**config.mk**
```make
export PLATFORM = sky130hd
export DESIGN_NAME = fanout_stim_ctrl
export DESIGN_NICKNAME = d
export VERILOG_FILES = /design/src/rtl/fanout_ctrl_pkg.sv /design/src/rtl/fanout_err_counter.sv /design/src/rtl/fanout_stim_ctrl.sv
export SDC_FILE = /design/constraint.sdc
export NUM_CORES = 1
export LEC_CHECK = 0
export CAP_MARGIN = 20
export CORE_ASPECT_RATIO = 1.4
export CORE_MARGIN = 1.5
export CORE_UTILIZATION = 38
export DETAILED_ROUTE_END_ITERATION = 12
export GPL_TIMING_DRIVEN = 0
export PLACE_DENSITY_LB_ADDON = 0.25
export SKIP_CTS_REPAIR_TIMING = 1
export SYNTH_ARGS = -nofsm -noshare
export SYNTH_HDL_FRONTEND = slang
export SYNTH_HIERARCHICAL = 1
export SYNTH_SLANG_ARGS = --single-unit
export TNS_END_PERCENT = 50
```
**constraint.sdc**
```tcl
create_clock -name clk -period 14.6 [get_ports clk]
set_input_delay 4.38 -clock clk [delete_from_list [all_inputs] [get_ports clk]]
set_output_delay 4.38 -clock clk [all_outputs]
set_load 0.01 [all_outputs]
```
**src/rtl/fanout_ctrl_pkg.sv**
```systemverilog
// rtl/fanout_ctrl_pkg.sv - shared types and defaults for the fanout stimulus controller
package fanout_ctrl_pkg;

    localparam int NUM_BRANCH_DEF = 4;
    localparam int PW_W_DEF       = 8;
    localparam int CNT_W_DEF      = 16;
    localparam int ERR_W_DEF      = 16;

    typedef enum logic [1:0] {
        IDLE   = 2'd0,
        HIGH   = 2'd1,
        LOW    = 2'd2,
        FINISH = 2'd3
    } state_t;

endpackage

```
**src/rtl/fanout_err_counter.sv**
```systemverilog
// rtl/fanout_err_counter.sv - saturating per-branch mismatch counter
// Ports:
//   clk   in   clock, rising edge
//   rst   in   synchronous active-high reset
//   clr   in   synchronous clear (start of a new run)
//   inc   in   count one mismatch this cycle
//   count out  current count, sticks at all-ones
module fanout_err_counter #(
    parameter int ERR_W = 16
) (
    input  logic             clk,
    input  logic             rst,
    input  logic             clr,
    input  logic             inc,
    output logic [ERR_W-1:0] count
);

    always_ff @(posedge clk) begin
        if (rst || clr) begin
            count <= '0;
        end else if (inc && (count != {ERR_W{1'b1}})) begin
            count <= count + ERR_W'(1);
        end
    end

endmodule

```
**src/rtl/fanout_stim_ctrl.sv**
```systemverilog
// rtl/fanout_stim_ctrl.sv - pulse-train stimulus and per-branch checker for the NOR2 fanout structure
// Ports:
//   clk, rst        clock and synchronous active-high reset
//   start           begin a run (accepted only in IDLE)
//   pulse_width     high-phase length, 0 behaves as 1
//   pulse_gap       low-phase length, 0 behaves as 1
//   settle_cycles   sample offset within each phase, clamped to the phase length
//   num_pulses      pulses per run
//   branch_in       fanout branch outputs, bit k = branch k+1
//   stim_out        trunk input drive
//   busy, done      run in progress / one-cycle end-of-run pulse
//   err_cnt         per-branch saturating mismatch counts
//   err_any         any counter nonzero (one cycle behind the counters)
module fanout_stim_ctrl
    import fanout_ctrl_pkg::*;
#(
    parameter int NUM_BRANCH = NUM_BRANCH_DEF,
    parameter int PW_W       = PW_W_DEF,
    parameter int CNT_W      = CNT_W_DEF,
    parameter int ERR_W      = ERR_W_DEF
) (
    input  logic                        clk,
    input  logic                        rst,
    input  logic                        start,
    input  logic [PW_W-1:0]             pulse_width,
    input  logic [PW_W-1:0]             pulse_gap,
    input  logic [PW_W-1:0]             settle_cycles,
    input  logic [CNT_W-1:0]            num_pulses,
    input  logic [NUM_BRANCH-1:0]       branch_in,
    output logic                        stim_out,
    output logic                        busy,
    output logic                        done,
    output logic [NUM_BRANCH*ERR_W-1:0] err_cnt,
    output logic                        err_any
);

    state_t           state;
    logic [PW_W-1:0]  high_len;
    logic [PW_W-1:0]  low_len;
    logic [PW_W-1:0]  settle_r;
    logic [CNT_W-1:0] num_r;
    logic [PW_W-1:0]  phase;
    logic [CNT_W-1:0] pulse_cnt;

    logic [PW_W-1:0]  cur_len;
    logic [PW_W-1:0]  last_idx;
    logic [PW_W-1:0]  sample_idx;
    logic             sample_en;
    logic             expected;
    logic             accept;
    logic [CNT_W-1:0] pulse_next;

    assign accept     = (state == IDLE) && start;
    assign cur_len    = (state == HIGH) ? high_len : low_len;
    // lengths are never zero once latched, so last_idx cannot underflow
    assign last_idx   = cur_len - PW_W'(1);
    assign sample_idx = (settle_r > last_idx) ? last_idx : settle_r;
    assign sample_en  = ((state == HIGH) || (state == LOW)) && (phase == sample_idx);
    assign expected   = (state == HIGH);
    assign pulse_next = pulse_cnt + CNT_W'(1);

    always_ff @(posedge clk) begin
        if (rst) begin
            state     <= IDLE;
            high_len  <= PW_W'(1);
            low_len   <= PW_W'(1);
            settle_r  <= '0;
            num_r     <= '0;
            phase     <= '0;
            pulse_cnt <= '0;
            stim_out  <= 1'b0;
            busy      <= 1'b0;
            done      <= 1'b0;
        end else begin
            done <= 1'b0;
            case (state)
                IDLE: begin
                    if (start) begin
                        high_len  <= (pulse_width == '0) ? PW_W'(1) : pulse_width;
                        low_len   <= (pulse_gap == '0) ? PW_W'(1) : pulse_gap;
                        settle_r  <= settle_cycles;
                        num_r     <= num_pulses;
                        phase     <= '0;
                        pulse_cnt <= '0;
                        if (num_pulses == '0) begin
                            // empty run: straight to FINISH, where busy is low
                            state    <= FINISH;
                            done     <= 1'b1;
                            stim_out <= 1'b0;
                            busy     <= 1'b0;
                        end else begin
                            state    <= HIGH;
                            stim_out <= 1'b1;
                            busy     <= 1'b1;
                        end
                    end
                end
                HIGH: begin
                    if (phase == last_idx) begin
                        state    <= LOW;
                        phase    <= '0;
                        stim_out <= 1'b0;
                    end else begin
                        phase <= phase + PW_W'(1);
                    end
                end
                LOW: begin
                    if (phase == last_idx) begin
                        phase     <= '0;
                        pulse_cnt <= pulse_next;
                        if (pulse_next == num_r) begin
                            state <= FINISH;
                            done  <= 1'b1;
                            busy  <= 1'b0;
                        end else begin
                            state    <= HIGH;
                            stim_out <= 1'b1;
                        end
                    end else begin
                        phase <= phase + PW_W'(1);
                    end
                end
                FINISH: begin
                    state    <= IDLE;
                    stim_out <= 1'b0;
                    busy     <= 1'b0;
                end
                default: begin
                    state    <= IDLE;
                    stim_out <= 1'b0;
                    busy     <= 1'b0;
                end
            endcase
        end
    end

    genvar k;
    generate
        for (k = 0; k < NUM_BRANCH; k++) begin : g_err
            fanout_err_counter #(
                .ERR_W(ERR_W)
            ) u_cnt (
                .clk   (clk),
                .rst   (rst),
                .clr   (accept),
                .inc   (sample_en && (branch_in[k] != expected)),
                .count (err_cnt[k*ERR_W +: ERR_W])
            );
        end
    endgenerate

    always_ff @(posedge clk) begin
        if (rst) begin
            err_any <= 1'b0;
        end else begin
            err_any <= |err_cnt;
        end
    end

endmodule

```
==> metrics.csv <==
metric,value,unit
area grow syn2layout,26.69,%
origin of the critical flop-to-flop path,state[1],
DIE AREA,21910,um2
clock-pin slew of the registers on the worst-case setup and hold paths,0.05,ns
Netlist Area Pre-Place,7988,um2
I/O Buffers,114,
Critical R2R Capture,g_err[1].u_cnt/count[14],
vias per inst,5.689,
hold depth,2,
layout cells sized above 1,0.08821,
"reg-to-reg slack, setup",8.75,ns
# DRC,0,
setup tns final,0,ns
critical path's largest stage delay,0.80,ns
Fmax achieved,145.5,MHz
largest net degree at the start of global routing,18,
vias,7777,
clk sink count,134,
Crit. Startpoint,start,
final period utilization,0.4706,
status,"complete, no violations",
final wirelength,23110,um
YS warnings,6,
total power,1.361,mW
ant diodes,0,
most frequent CP cell,clkbuf_1,
"Seq/Total Area, Yosys",0.3358,
Iter 0 DRT Violations,543,
Synth Net Count,1030,
Initial Utilization,0.3886,
clock skew,0.01706,ns
row count,62,
ANT nets after route,0,
Final min period,6.871,ns
CP Max Fanout,17,
Post-DP HPWL,17180,um
"EDFF count, synth",0,
TritonCTS clock tree,built,
antenna violations before repair,0,
final setup violation count,0,
worst reg-to-reg path cell count,19,
Synth cell types,75,
CP cell instances,clkdlybuf4s50_1 -> nand2_1 -> inv_1 -> clkbuf_1 -> or2_2 -> clkbuf_1 -> clkbuf_1 -> a21oi_1,
VDD IR max,0.00008294,V
H-tree depth,4,
endpoints failing hold,0,
CP Capture Type,flop,
Setup crit start kind,input port,
Final #Nets,1163,
Worst-Margin Slew,1.059,ns
pwr dens,134.5,nW/um2
max cap viols,0,
clock buffer count from CTS,17,
IO Count,115,
WL/cell,16.90,um
first drt pass iteration count,5,
Skew-Pair Late Insertion Delay,0.43,ns
HP Class,reg -> reg,
GP Congestion,0.9051,
"FF+latch count, synth",134,
Slew HR,0.2887,
Final Max Slew Viols,0,
Setup CP Type,in -> reg,
dominant synthesized flop cell,dfxtp_1,
Syn Area/Cell,8.277,um2
Worst Hold Launch,low_len[5],
Worst Hold End,low_len[5],
Total GRT Usage,0.2096,
RSZ-0062 raised after global routing,no,
Critical Path RT,14.88,ns
global route overflow,0,
Leak,3.762,nW
CTS root buffer,clkbuf_16,
vias in the first global route,7300,
Core ar.,20560,um2
"Slowest-stage cell, CP",clkbuf_1,
asr flop ratio synth,0,
Clock Path Buffers,2,
Die X-Extent,125.5,um
Die H,174.5,um
first-pass GRT wire length,37500,um
Worst EP arrival,7.15,ns
Gate Count Post-Synth,965,
-- flip-flops by register name, indices dropped and copies added, names as in the netlist --
register and flops:
num_r 16, stim_out 1, busy 1, g_err.u_cnt/count 64, pulse_cnt 16, err_any 1
high_len 8, phase 8, state 2, settle_r 8, low_len 8, done 1
-- metrics by stage --
step	instance area [um2]	worst slack, ns	hold WS (ns)	std cells	utilization
2_1_floorplan	7988	8.608	0.4357	965	-
3_3_place_gp	9449	7.291	0.4450	1335	0.4596
3_5_place_dp	9449	7.290	0.4480	1335	0.4596
4_1_cts	10120	7.732	0.4556	1367	0.4923
5_1_grt	10120	7.485	0.4727	1367	0.4923
6_report	10120	7.729	0.4547	1367	0.4923
-- power breakdown --
group | switching, mW | total [mW] | internal, mW
Combinational | 0.262 | 0.446 | 0.184
Clock | 0.176 | 0.490 | 0.315
Sequential | 0.0303 | 0.425 | 0.395
Total | 0.468 | 1.36 | 0.893
-- worst max-delay path, delay by kind of cell --
family	cells	cell delay (ns)
buf+inv	5	2.24
simple gates	2	0.44
compound gates	1	0.09
-- worst max path at each step --
stage / slack, ns / end
after floorplan: 8.61 / g_err[1].u_cnt/count[14]
after global placement: 7.29 / g_err[1].u_cnt/count[8]
after detailed placement: 7.29 / g_err[3].u_cnt/count[8]
final: 7.73 / g_err[2].u_cnt/count[1]
after CTS: 7.73 / g_err[3].u_cnt/count[8]
after global routing: 7.48 / g_err[3].u_cnt/count[0]
-- synth_stat cells (5+ instances only) --
cell	count	share of area
nand2_1	131	0.062
xor2_1	24	0.026
and4_1	21	0.023
dfxtp_1	134	0.34
mux2i_1	9	0.011
and3_1	10	0.0078
xnor2_1	29	0.032
nor3_1	18	0.011
nor4_1	27	0.021
clkbuf_1	28	0.013
or4_1	13	0.012
a41o_1	16	0.020
nand4_1	33	0.026
or2_2	12	0.0094
o21ai_0	39	0.024
nand4_4	5	0.013
nor4_2	5	0.0078
nand3_1	32	0.020
a21oi_1	100	0.063
nor2_1	46	0.022
and2_1	11	0.0086
a211oi_1	11	0.010
or3_1	24	0.019
a21o_1	14	0.013
ha_1	18	0.028
nand2b_1	11	0.0086
o31ai_1	12	0.011
o211ai_1	6	0.0056
inv_1	21	0.0099
a31oi_1	15	0.012
-- cell families (layout without fill, tap and decap cells) --
kind of cell / after synthesis / after routing / share of synthesized area
simple gates: 428 / 428 / 0.3111
compound gates: 256 / 256 / 0.2123
flops: 134 / 134 / 0.3358
buf+inv: 63 / 209 / 0.03477
xor+xnor: 55 / 55 / 0.06375
fa+ha+maj: 18 / 18 / 0.02820
mux: 11 / 11 / 0.01410
-- cells in the final DEF (no fill, tap or decap), drive strengths merged, types with 17 or more instances in the layout --
| cell | count |
|---|---|
| clkdlybuf4s50 | 114 |
| xnor2 | 29 |
| or4 | 17 |
| clkbuf | 51 |
| nand4 | 42 |
| and4 | 21 |
| a21oi | 101 |
| nand2 | 131 |
| xor2 | 24 |
| nand3 | 32 |
| or3 | 25 |
| ha | 18 |
| inv | 24 |
| o21ai | 42 |
| dfxtp | 134 |
| nor3 | 21 |
| nor4 | 32 |
| nor2 | 47 |
-- per-layer routing --
layer	routed length [um]	vias up	global-route usage
met5	0	-	0
met4	420	0	0.06581
met3	1010	27	0.04678
met2	11890	164	0.3786
met1	9789	3690	0.2438
li1	-	3896	-
-- final cells by class --
cell class | count | area [um2]
timing repair buffer | 114 | 1141
inverter | 21 | 78.83
fill | 1943 | 10440
clock inverter | 13 | 217.7
tap | 256 | 320.3
buffer | 42 | 198.9
sequential | 134 | 2683
multi-input combinational | 768 | 5027
clock buffer | 19 | 452.9
No activity file was read; power rests on OpenSTA's default activity.
